<file path="src/rtl/fifo_frame_tx_if.sv">
// Descriptor handshake, FIFO read port and wire byte stream of the frame transmitter.
// The transmitter connects through the slave modport; its environment uses master.
interface fifo_frame_tx_if #(
    parameter int LEN_W = 11
);
    logic [LEN_W-1:0] frame_len;
    logic             frame_valid;
    logic             frame_ready;
    logic [7:0]       fifo_dout;
    logic             fifo_empty;
    logic             fifo_rd_en;
    logic             tx_en;
    logic             tx_er;
    logic [7:0]       tx_data;
    logic             underrun;

    modport master (
        output frame_len, frame_valid, fifo_dout, fifo_empty,
        input  frame_ready, fifo_rd_en, tx_en, tx_er, tx_data, underrun
    );

    modport slave (
        input  frame_len, frame_valid, fifo_dout, fifo_empty,
        output frame_ready, fifo_rd_en, tx_en, tx_er, tx_data, underrun
    );
endinterface

</file>
<file path="src/rtl/fifo_frame_tx.sv">
// Frame transmitter: drains a byte FIFO into preamble/SFD/payload/pad frames
// with a guaranteed inter-frame gap; underruns are marked and the frame is flushed.
//   state    | meaning
//   IDLE     | frame_ready high, waiting for a descriptor
//   PREAMBLE | seven 0x55 bytes
//   SFD      | 0xD5 byte, pre-fetch of payload byte 0
//   PAYLOAD  | forward FIFO bytes, one read in flight
//   PAD      | zero bytes until payload+pad reaches MIN_LEN
//   DRAIN    | after an underrun: read and discard the rest of the frame
//   IFG      | idle gap before the next descriptor
module fifo_frame_tx #(
    parameter int LEN_W   = 11,
    parameter int MIN_LEN = 60,
    parameter int IFG     = 12
) (
    input  logic           clk,
    input  logic           rst_n,
    fifo_frame_tx_if.slave bus
);
    localparam logic [2:0] S_IDLE     = 3'd0;
    localparam logic [2:0] S_PREAMBLE = 3'd1;
    localparam logic [2:0] S_SFD      = 3'd2;
    localparam logic [2:0] S_PAYLOAD  = 3'd3;
    localparam logic [2:0] S_PAD      = 3'd4;
    localparam logic [2:0] S_DRAIN    = 3'd5;
    localparam logic [2:0] S_IFG      = 3'd6;

    localparam int TMR_W = ($clog2(IFG + 1) > 3) ? $clog2(IFG + 1) : 3;
    localparam logic [TMR_W-1:0] TMR_PRE   = TMR_W'(6);
    localparam logic [TMR_W-1:0] TMR_IFG   = TMR_W'(IFG);
    localparam logic [LEN_W:0]   MIN_LEN_X = (LEN_W + 1)'(MIN_LEN);

    logic [2:0]       r_state;
    logic [LEN_W-1:0] r_len_q;
    logic [LEN_W-1:0] r_req_cnt;
    logic [LEN_W-1:0] r_byte_cnt;
    logic [TMR_W-1:0] r_tmr;
    logic             r_rd_pend;
    logic             r_ur_pend;
    logic             r_tx_en;
    logic             r_tx_er;
    logic [7:0]       r_tx_data;
    logic             r_underrun;

    logic             w_req_open;
    logic             w_rd_en;
    logic [LEN_W:0]   w_byte_nxt;
    logic             w_last_pay;
    logic             w_last_pad;
    logic             w_short;

    always_comb begin
        w_req_open = 1'b0;
        w_rd_en    = 1'b0;
        w_byte_nxt = '0;
        w_last_pay = 1'b0;
        w_last_pad = 1'b0;
        w_short    = 1'b0;

        w_req_open = (r_req_cnt < r_len_q);
        w_rd_en    = w_req_open && !bus.fifo_empty &&
                     ((r_state == S_SFD) || (r_state == S_DRAIN) ||
                      ((r_state == S_PAYLOAD) && !r_ur_pend));
        w_byte_nxt = {1'b0, r_byte_cnt} + 1'b1;
        w_last_pay = (w_byte_nxt == {1'b0, r_len_q});
        w_last_pad = (w_byte_nxt == MIN_LEN_X);
        w_short    = ({1'b0, r_len_q} < MIN_LEN_X);
    end

    always_ff @(posedge clk or negedge rst_n) begin
        if (!rst_n) begin
            r_state    <= S_IDLE;
            r_len_q    <= '0;
            r_req_cnt  <= '0;
            r_byte_cnt <= '0;
            r_tmr      <= '0;
            r_rd_pend  <= 1'b0;
            r_ur_pend  <= 1'b0;
            r_tx_en    <= 1'b0;
            r_tx_er    <= 1'b0;
            r_tx_data  <= 8'h00;
            r_underrun <= 1'b0;
        end else begin
            r_tx_en    <= 1'b0;
            r_tx_er    <= 1'b0;
            r_tx_data  <= 8'h00;
            r_underrun <= 1'b0;
            r_rd_pend  <= w_rd_en;
            if (w_rd_en) begin
                r_req_cnt <= r_req_cnt + 1'b1;
            end

            case (r_state)
                S_IDLE: begin
                    if (bus.frame_valid) begin
                        r_len_q    <= bus.frame_len;
                        r_req_cnt  <= '0;
                        r_byte_cnt <= '0;
                        r_ur_pend  <= 1'b0;
                        r_tmr      <= TMR_PRE;
                        r_state    <= S_PREAMBLE;
                    end
                end
                S_PREAMBLE: begin
                    r_tx_en   <= 1'b1;
                    r_tx_data <= 8'h55;
                    if (r_tmr == '0) begin
                        r_state <= S_SFD;
                    end else begin
                        r_tmr <= r_tmr - 1'b1;
                    end
                end
                S_SFD: begin
                    // Gap timer is armed here; PAYLOAD, PAD and DRAIN leave it untouched.
                    r_tx_en   <= 1'b1;
                    r_tx_data <= 8'hD5;
                    r_tmr     <= TMR_IFG;
                    if (r_len_q == '0) begin
                        r_state <= w_short ? S_PAD : S_IFG;
                    end else begin
                        r_ur_pend <= bus.fifo_empty;
                        r_state   <= S_PAYLOAD;
                    end
                end
                S_PAYLOAD: begin
                    if (r_rd_pend) begin
                        r_tx_en    <= 1'b1;
                        r_tx_data  <= bus.fifo_dout;
                        r_byte_cnt <= w_byte_nxt[LEN_W-1:0];
                        if (w_last_pay) begin
                            r_state <= w_short ? S_PAD : S_IFG;
                        end
                    end else if (r_ur_pend) begin
                        // The slot of the missing byte carries the error marker.
                        r_tx_en    <= 1'b1;
                        r_tx_er    <= 1'b1;
                        r_underrun <= 1'b1;
                        r_state    <= S_DRAIN;
                    end
                    if (w_req_open && bus.fifo_empty) begin
                        r_ur_pend <= 1'b1;
                    end
                end
                S_PAD: begin
                    r_tx_en    <= 1'b1;
                    r_byte_cnt <= w_byte_nxt[LEN_W-1:0];
                    if (w_last_pad) begin
                        r_state <= S_IFG;
                    end
                end
                S_DRAIN: begin
                    if (!w_req_open) begin
                        r_state <= S_IFG;
                    end
                end
                S_IFG: begin
                    if (r_tmr == '0) begin
                        r_state <= S_IDLE;
                    end else begin
                        r_tmr <= r_tmr - 1'b1;
                    end
                end
                default: r_state <= S_IDLE;
            endcase
        end
    end

    assign bus.frame_ready = (r_state == S_IDLE);
    assign bus.fifo_rd_en  = w_rd_en;
    assign bus.tx_en       = r_tx_en;
    assign bus.tx_er       = r_tx_er;
    assign bus.tx_data     = r_tx_data;
    assign bus.underrun    = r_underrun;
endmodule

</file>
<file path="src/flat_wrapper.sv">
// flat-port wrapper written by rule: the top's interface ports become plain ports
module fifo_frame_tx_flat 
#(
    parameter int LEN_W   = 11,
    parameter int MIN_LEN = 60,
    parameter int IFG     = 12
)
  (clk, rst_n, bus_frame_len, bus_frame_valid, bus_fifo_dout, bus_fifo_empty, bus_frame_ready, bus_fifo_rd_en, bus_tx_en, bus_tx_er, bus_tx_data, bus_underrun);
  fifo_frame_tx_if #(.LEN_W(LEN_W)) bus_i ();
  input  logic clk;
  input  logic rst_n;
  input wire logic [$bits(bus_i.frame_len)-1:0] bus_frame_len;
  input wire logic [$bits(bus_i.frame_valid)-1:0] bus_frame_valid;
  input wire logic [$bits(bus_i.fifo_dout)-1:0] bus_fifo_dout;
  input wire logic [$bits(bus_i.fifo_empty)-1:0] bus_fifo_empty;
  output wire logic [$bits(bus_i.frame_ready)-1:0] bus_frame_ready;
  output wire logic [$bits(bus_i.fifo_rd_en)-1:0] bus_fifo_rd_en;
  output wire logic [$bits(bus_i.tx_en)-1:0] bus_tx_en;
  output wire logic [$bits(bus_i.tx_er)-1:0] bus_tx_er;
  output wire logic [$bits(bus_i.tx_data)-1:0] bus_tx_data;
  output wire logic [$bits(bus_i.underrun)-1:0] bus_underrun;
  assign bus_i.frame_len = bus_frame_len;
  assign bus_i.frame_valid = bus_frame_valid;
  assign bus_i.fifo_dout = bus_fifo_dout;
  assign bus_i.fifo_empty = bus_fifo_empty;
  assign bus_frame_ready = bus_i.frame_ready;
  assign bus_fifo_rd_en = bus_i.fifo_rd_en;
  assign bus_tx_en = bus_i.tx_en;
  assign bus_tx_er = bus_i.tx_er;
  assign bus_tx_data = bus_i.tx_data;
  assign bus_underrun = bus_i.underrun;
  fifo_frame_tx #(.LEN_W(LEN_W), .MIN_LEN(MIN_LEN), .IFG(IFG)) u_core (.clk(clk), .rst_n(rst_n), .bus(bus_i));
endmodule
</file>
<file path="config.mk">
export PLATFORM = sky130hd
export DESIGN_NAME = fifo_frame_tx_flat
export DESIGN_NICKNAME = d
export VERILOG_FILES = /design/src/rtl/fifo_frame_tx_if.sv /design/src/rtl/fifo_frame_tx.sv /design/src/flat_wrapper.sv
export SDC_FILE = /design/constraint.sdc
export NUM_CORES = 1
export LEC_CHECK = 0
export ABC_AREA = 1
export CORE_ASPECT_RATIO = 0.6
export CORE_MARGIN = 2
export CORE_UTILIZATION = 44
export CTS_BUF_LIST = sky130_fd_sc_hd__clkbuf_4 sky130_fd_sc_hd__clkbuf_8
export DETAILED_ROUTE_END_ITERATION = 10
export GPL_TIMING_DRIVEN = 0
export PLACE_DENSITY = 0.63
export SYNTH_ARGS = -nofsm -noshare
export SYNTH_HDL_FRONTEND = slang
export SYNTH_SLANG_ARGS = --single-unit
</file>
<file path="constraint.sdc">
create_clock -name clk -period 2 [get_ports clk]
set_clock_uncertainty 0.1 [all_clocks]
set_input_delay 0.4 -clock clk [delete_from_list [all_inputs] [get_ports clk]]
set_output_delay 0.4 -clock clk [all_outputs]
set_load 0.02 [all_outputs]
</file>
After elaboration in Yosys (flattened, before gate mapping)
Index checks and enable logic that the tools add are counted.
Widths: inputs -> output; s select.
{ "op_classes": {"n_lt_le_gt_ge": 2, "n_reduce_logical": 21, "eq_ne": 19, "muxes": 31, "n_addsub": 3} }
{ "ops": {"columns": ["operator", "count"], "rows": [
  ["$mux 11", 5],
  ["$pmux 11 s3", 1],
  ["$mux 3", 9],
  ["$pmux 8 s3", 1],
  ["$pmux 3 s7", 1],
  ["$add 11x1->12 const B", 1],
  ["$eq 12x11->1", 1],
  ["$eq 12x6->1 const B", 1],
  ["$pmux 4 s3", 1],
  ["$add 11x1->11 const B", 1],
  ["$logic_not 11->1", 1],
  ["$lt 11x11->1", 1],
  ["$lt 11x6->1 const B", 1],
  ["$ne 2x2->1 const B", 5],
  ["$eq 3x3->1 const B", 3],
  ["$reduce_bool 3->1", 3],
  ["$mux 4", 2],
  ["$mux 8", 1],
  ["$ne 2x1->1 const B", 4],
  ["$mux 1", 7],
  ["$reduce_and 7->1", 1],
  ["$eq 3x2->1 const B", 2],
  ["$reduce_and 3->1", 2],
  ["$logic_and 1x1->1", 4],
  ["other kinds (15)", 17]
]} }
{ "word_totals": {"out_inout_bits": 13, "in_bits": 23, "elab_cells": 86, "regBits": 52} }

Logic depth before layout (Yosys ltp)
{ "depth": {"ltp_word": 7, "ltp_mapped": 16, "mapped_depth_nobuf": 16} }

Worst setup path before layout
Ideal clock, no wire load.
{ "synth_timing": {"kind": "register to register", "start": "reg u_core.r_len_q[4]", "end": "reg u_core.r_req_cnt[3]", "t_arrival_ns": 1.624, "setup_slack_ns": 0.140, "required_ns": 1.764, "path_stages_with_launch": 12, "path_buffers": 0, "synth_period_minus_slack_ns": 1.860, "setup_time_ns": 0.136, "cell_sequence": "dfrtp_1 > inv_1 > ha_1 > a21oi_1 > o21ai_0 > nand2_1 > and3_1 > nand2_2 > clkinv_2 > nand2_1 > nand2_1 > nor3b_2"} }
{ "synth_between": {"elab_chain_cells": 6} }
{ "synth_rtl": {"columns": ["item", "line_no", "rtl"], "rows": [
  ["start, declared", "fifo_frame_tx.sv:34", "logic [LEN_W-1:0] r_len_q;"],
  ["start signal, assigned", "fifo_frame_tx.sv:96", "r_len_q <= bus.frame_len;"],
  ["$lt 11x11->1 *", "fifo_frame_tx.sv:60", "w_req_open = (r_req_cnt < r_len_q);"],
  ["$logic_and 1x1->1 * (2 in series)", "fifo_frame_tx.sv:61", "w_rd_en = w_req_open && !bus.fifo_empty &&"],
  ["net bus_fifo_rd_en", "flat_wrapper.sv:17", "output wire logic [$bits(bus_i.fifo_rd_en)-1:0] bus_fifo_rd_en;"],
  ["$mux 11 *", "fifo_frame_tx.sv:89", "if (w_rd_en) begin"],
  ["$mux 11", "fifo_frame_tx.sv:95", "if (bus.frame_valid) begin"],
  ["$mux 11 *", "fifo_frame_tx.sv:93", "case (r_state)"],
  ["end signal, assigned", "fifo_frame_tx.sv:90", "r_req_cnt <= r_req_cnt + 1'b1;"],
  ["end, declared", "fifo_frame_tx.sv:35", "logic [LEN_W-1:0] r_req_cnt;"]
]} }
The timed path passes the listed nets; every way through them passes the cells marked *.
A chain may end at the register's enable or synchronous reset.

Worst setup path after layout
{ "layout_timing": {"start": "reg u_core.r_req_cnt[8]", "end": "out bus_fifo_rd_en"} }
{ "layout_between": {"elab_chain_cells": 3} }
{ "layout_rtl": {"columns": ["item", "line_no"], "rows": [
  ["$lt 11x11->1", "fifo_frame_tx.sv:60"],
  ["$logic_and 1x1->1 (2 in series)", "fifo_frame_tx.sv:61"],
  ["end, declared", "flat_wrapper.sv:17"]
]} }
Every way passes these cells.

==> metrics.txt <==
outcome=finished, violations left; violated checks=hold timing, setup timing; post-synthesis simple-gate area fraction=0.327; die area=7940 um^2; pin count of the biggest net entering global routing=29; Placeable Area=6820 um^2; kind of critical path=flop to output port; CP max stage cell=dfrtp_2; DR vias=3188; first-pass GRT wire length=15200 um; post-synthesis cell area=3180 um^2; XOR/XNOR Fraction of Synth Area=0.00826; startpoint types=flop; peak supply drop=about 0.00058 V; number of global-route vias before repair=3043; PD cells=1240 nW/um^2; RSZ-0062 raised after global routing=yes; area share of the largest cell type after synthesis=0.409; CP Data Required Time=1.50 ns; initial core utilization=0.466; drt wl/cell=about 16 um; Fillers=595; Slew Limit Headroom=0.553; largest fanout on the critical path=3; r2r setup slk=-0.14 ns; Compound-Gate Fraction of Synth Area=0.115; Final WS setup=-0.312 ns; Detailed Routing Iterations Pass 1=5; ys flop type=dfrtp_1; DIE HEIGHT=around 70 um; Worst Hold Class=input pin to async pin; Yosys warning total=0; Ports=36; clock root cell=clkbuf_8; design area=4280 um^2; Mapped Cells=about 430; Synth Net Count=467; Max clock buf depth=2; Final Max Tran Viols=0; std cell rows=23; max-cap viol count=0; Distinct cells, synth=38; internal power=2860 uW; vias per cell=about 5.3; Leakage=a little under 0.002 uW; Setup TNS=-0.810 ns; Antenna Violating Nets Remaining=0; Area Overhead vs Synth=34.7%; CTS Buf Count=5; initial antenna violation count=0; area leader, netlist=dfrtp_1; GR Util All Layers=0.245; Max Fclk=432 MHz; die width=114 um; worst-path cell chain=ha_4 -> nand4_1 -> inv_2 -> nand3_4 -> and3_4 -> nand2_4 -> clkinv_4 -> buf_6; HPWL after DPL=about 6500 um; Final period util=1.16; setup violators final=10; Arr. time, crit path=1.81 ns; Inserted Diodes=0; Starting DRT DRC Count=219; DRC viols=0; layout cells sized above 1=0.278; GRT overflow=0; sequential share of the synthesized area=0.409; Finished Core Util=0.628; min cycle time layout=2.31 ns; largest family of logic cells by synthesized area=simple AND/OR/NAND/NOR gates; top post-synthesis cells by area=dfrtp_1 (41%), nand2_1 (13%), inv_1 (7.2%), nand3_1 (5.5%), ha_1 (5.1%); Final Hold Viols=1; nets=around 550; Buf/Inv on CP=3; Adder-Cell Fraction of Synth Area=0.0512; Setup crit end kind=output port; flip-flop and latch count after synthesis=52; CTS H-tree depth=2; final wirelength=9280 um; worst slew pin tran=between 0.6 and 0.7 ns; sequential share of power=0.305; clk slew on worst S/H paths=0.10 ns; PortBufs=35; clock latency on the worst-skew pair=0.32 ns; CP max stage delay=0.47 ns; post-synthesis mux area share=0; CTS tree=yes; clk sinks=52; delay-heaviest family, CP=flip-flops; Synth Area per Inst=about 7.4 um^2; Comb pwr share=0.577; Placed Area=3650 um^2; cts hold-fix bufs=0; Placer Congestion=0.898; share of total power in the clock network=0.117; NetSw=2440 uW; asr flop ratio synth=1.00; Hold Slack=-0.00118 ns; number of enable flip-flop cells after synthesis=0; sw frac=0.460
==> layout make-up <==
| class | count | area, um^2 | area share |
|---|---|---|---|
| Clock inverter | 1 | 5.00 | 0.00117 |
| Sequential cell | 52 | 1310 | 0.307 |
| Buffer | 6 | 35.0 | 0.00818 |
| Clock buffer | 6 | 76.3 | 0.0178 |
| Inverter | 64 | 249 | 0.0582 |
| Timing Repair Buffer | 73 | 661 | 0.154 |
| Tap cell | 87 | 109 | 0.0254 |
| Multi-Input combinational cell | 308 | 1830 | 0.428 |
==> stage by stage <==
step	cells	power [uW]	setup WS [ns]
after floorplan	431	3090	0.140
after global placement	553	3800	-1.32
after detailed placement	554	3850	-0.641
after CTS	589	4820	-0.284
after global routing	597	5700	-0.371
final	597	5300	-0.312
==> cell usage in the layout (no fill, tap or decap), types with 6 or more instances in the layout <==
cell / synthesis / final
clkdlybuf4s50_1: 0 / 32
nor3_1: 7 / 6
nand4_1: 9 / 9
inv_2: 1 / 10
nand2_4: 0 / 6
nand2_2: 9 / 13
nor2_2: 8 / 15
ha_4: 0 / 8
o21ai_0: 24 / 21
nand3_1: 35 / 31
dfrtp_2: 0 / 9
nor2_1: 38 / 30
a21oi_1: 13 / 9
inv_1: 61 / 51
o21ai_1: 7 / 8
buf_4: 1 / 35
nand2_1: 111 / 101
nand3_2: 3 / 6
o22ai_1: 9 / 9
dfrtp_1: 52 / 43
==> what timing repair did <==
action,CTS,global route
setup buffers,29,11
cloned,0,1
setup endpoints to repair,37,39
pin swaps,9,14
gates resized for setup,36,55
==> cells in the mapped netlist, types with 2 or more instances <==
cell type and n:
nor2_2 8, o21ai_1 7, inv_1 61, nor3_1 7, dfrtp_1 52, nand2_2 9, nand3_2 3, nor2_1 38
clkbuf_1 2, nand3_1 35, o22ai_1 9, nor2_4 2, clkinv_2 2, xor2_1 2, nor4_1 2, nand4_1 9
ha_1 13, nand2_1 111, o21bai_1 3, o21ai_0 24, a21oi_1 13, buf_2 3
==> power groups by stage <==
| stage | Sequential [uW] | Clock, uW | Combinational [uW] |
|---|---|---|---|
| global route | 1650 | 674 | 3370 |
| global placement | 1620 | 0 | 2180 |
| CTS | 1580 | 635 | 2610 |
| floorplan | 1620 | 0 | 1460 |
| finish | 1620 | 621 | 3060 |
| detailed placement | 1620 | 0 | 2230 |
==> per-layer routing <==
metal / share of wire / vias up / GRT usage
met5: 0 / - / 0
met4: 0.011 / 0 / 0.0515
met3: 0.065 / 12 / 0.0524
met2: 0.41 / 99 / 0.359
met1: 0.51 / 1525 / 0.369
li1: - / 1552 / -
==> registers in the layout (all words and copies together), names as in the netlist <==
register            flops
u_core.bus.tx_data      8
u_core.bus.tx_en        1
u_core.bus.tx_er        1
u_core.r_byte_cnt      11
u_core.r_len_q         11
u_core.r_rd_pend        1
u_core.r_req_cnt       11
u_core.r_state          3
u_core.r_tmr            4
u_core.r_ur_pend        1
==> cell families (layout without fill, tap and decap cells) <==
logic type	Yosys count	in the layout
AOI/OAI and AO/OA	63	63
xor gates and xnor gates	3	3
adders and majority gates	13	13
buffers and inverters	71	150
DFF	52	52
and+or+nand+nor	229	229
==> path summary, 6_finish.rpt <==
kind / startpoint / to / depth (start not counted)
setup reg to reg: u_core.r_req_cnt[6] / u_core.r_state[0] / 13
min in group clk: u_core.r_tmr[0] / u_core.r_tmr[0] / 2
max in group asynchronous: rst_n / u_core.r_ur_pend / 2
hold reg to reg: u_core.r_tmr[0] / u_core.r_tmr[0] / 2
setup / recovery: u_core.r_req_cnt[8] / bus_fifo_rd_en / 8
hold / removal: rst_n / u_core.r_req_cnt[0] / 1
No activity file was read; power rests on OpenSTA's default activity.
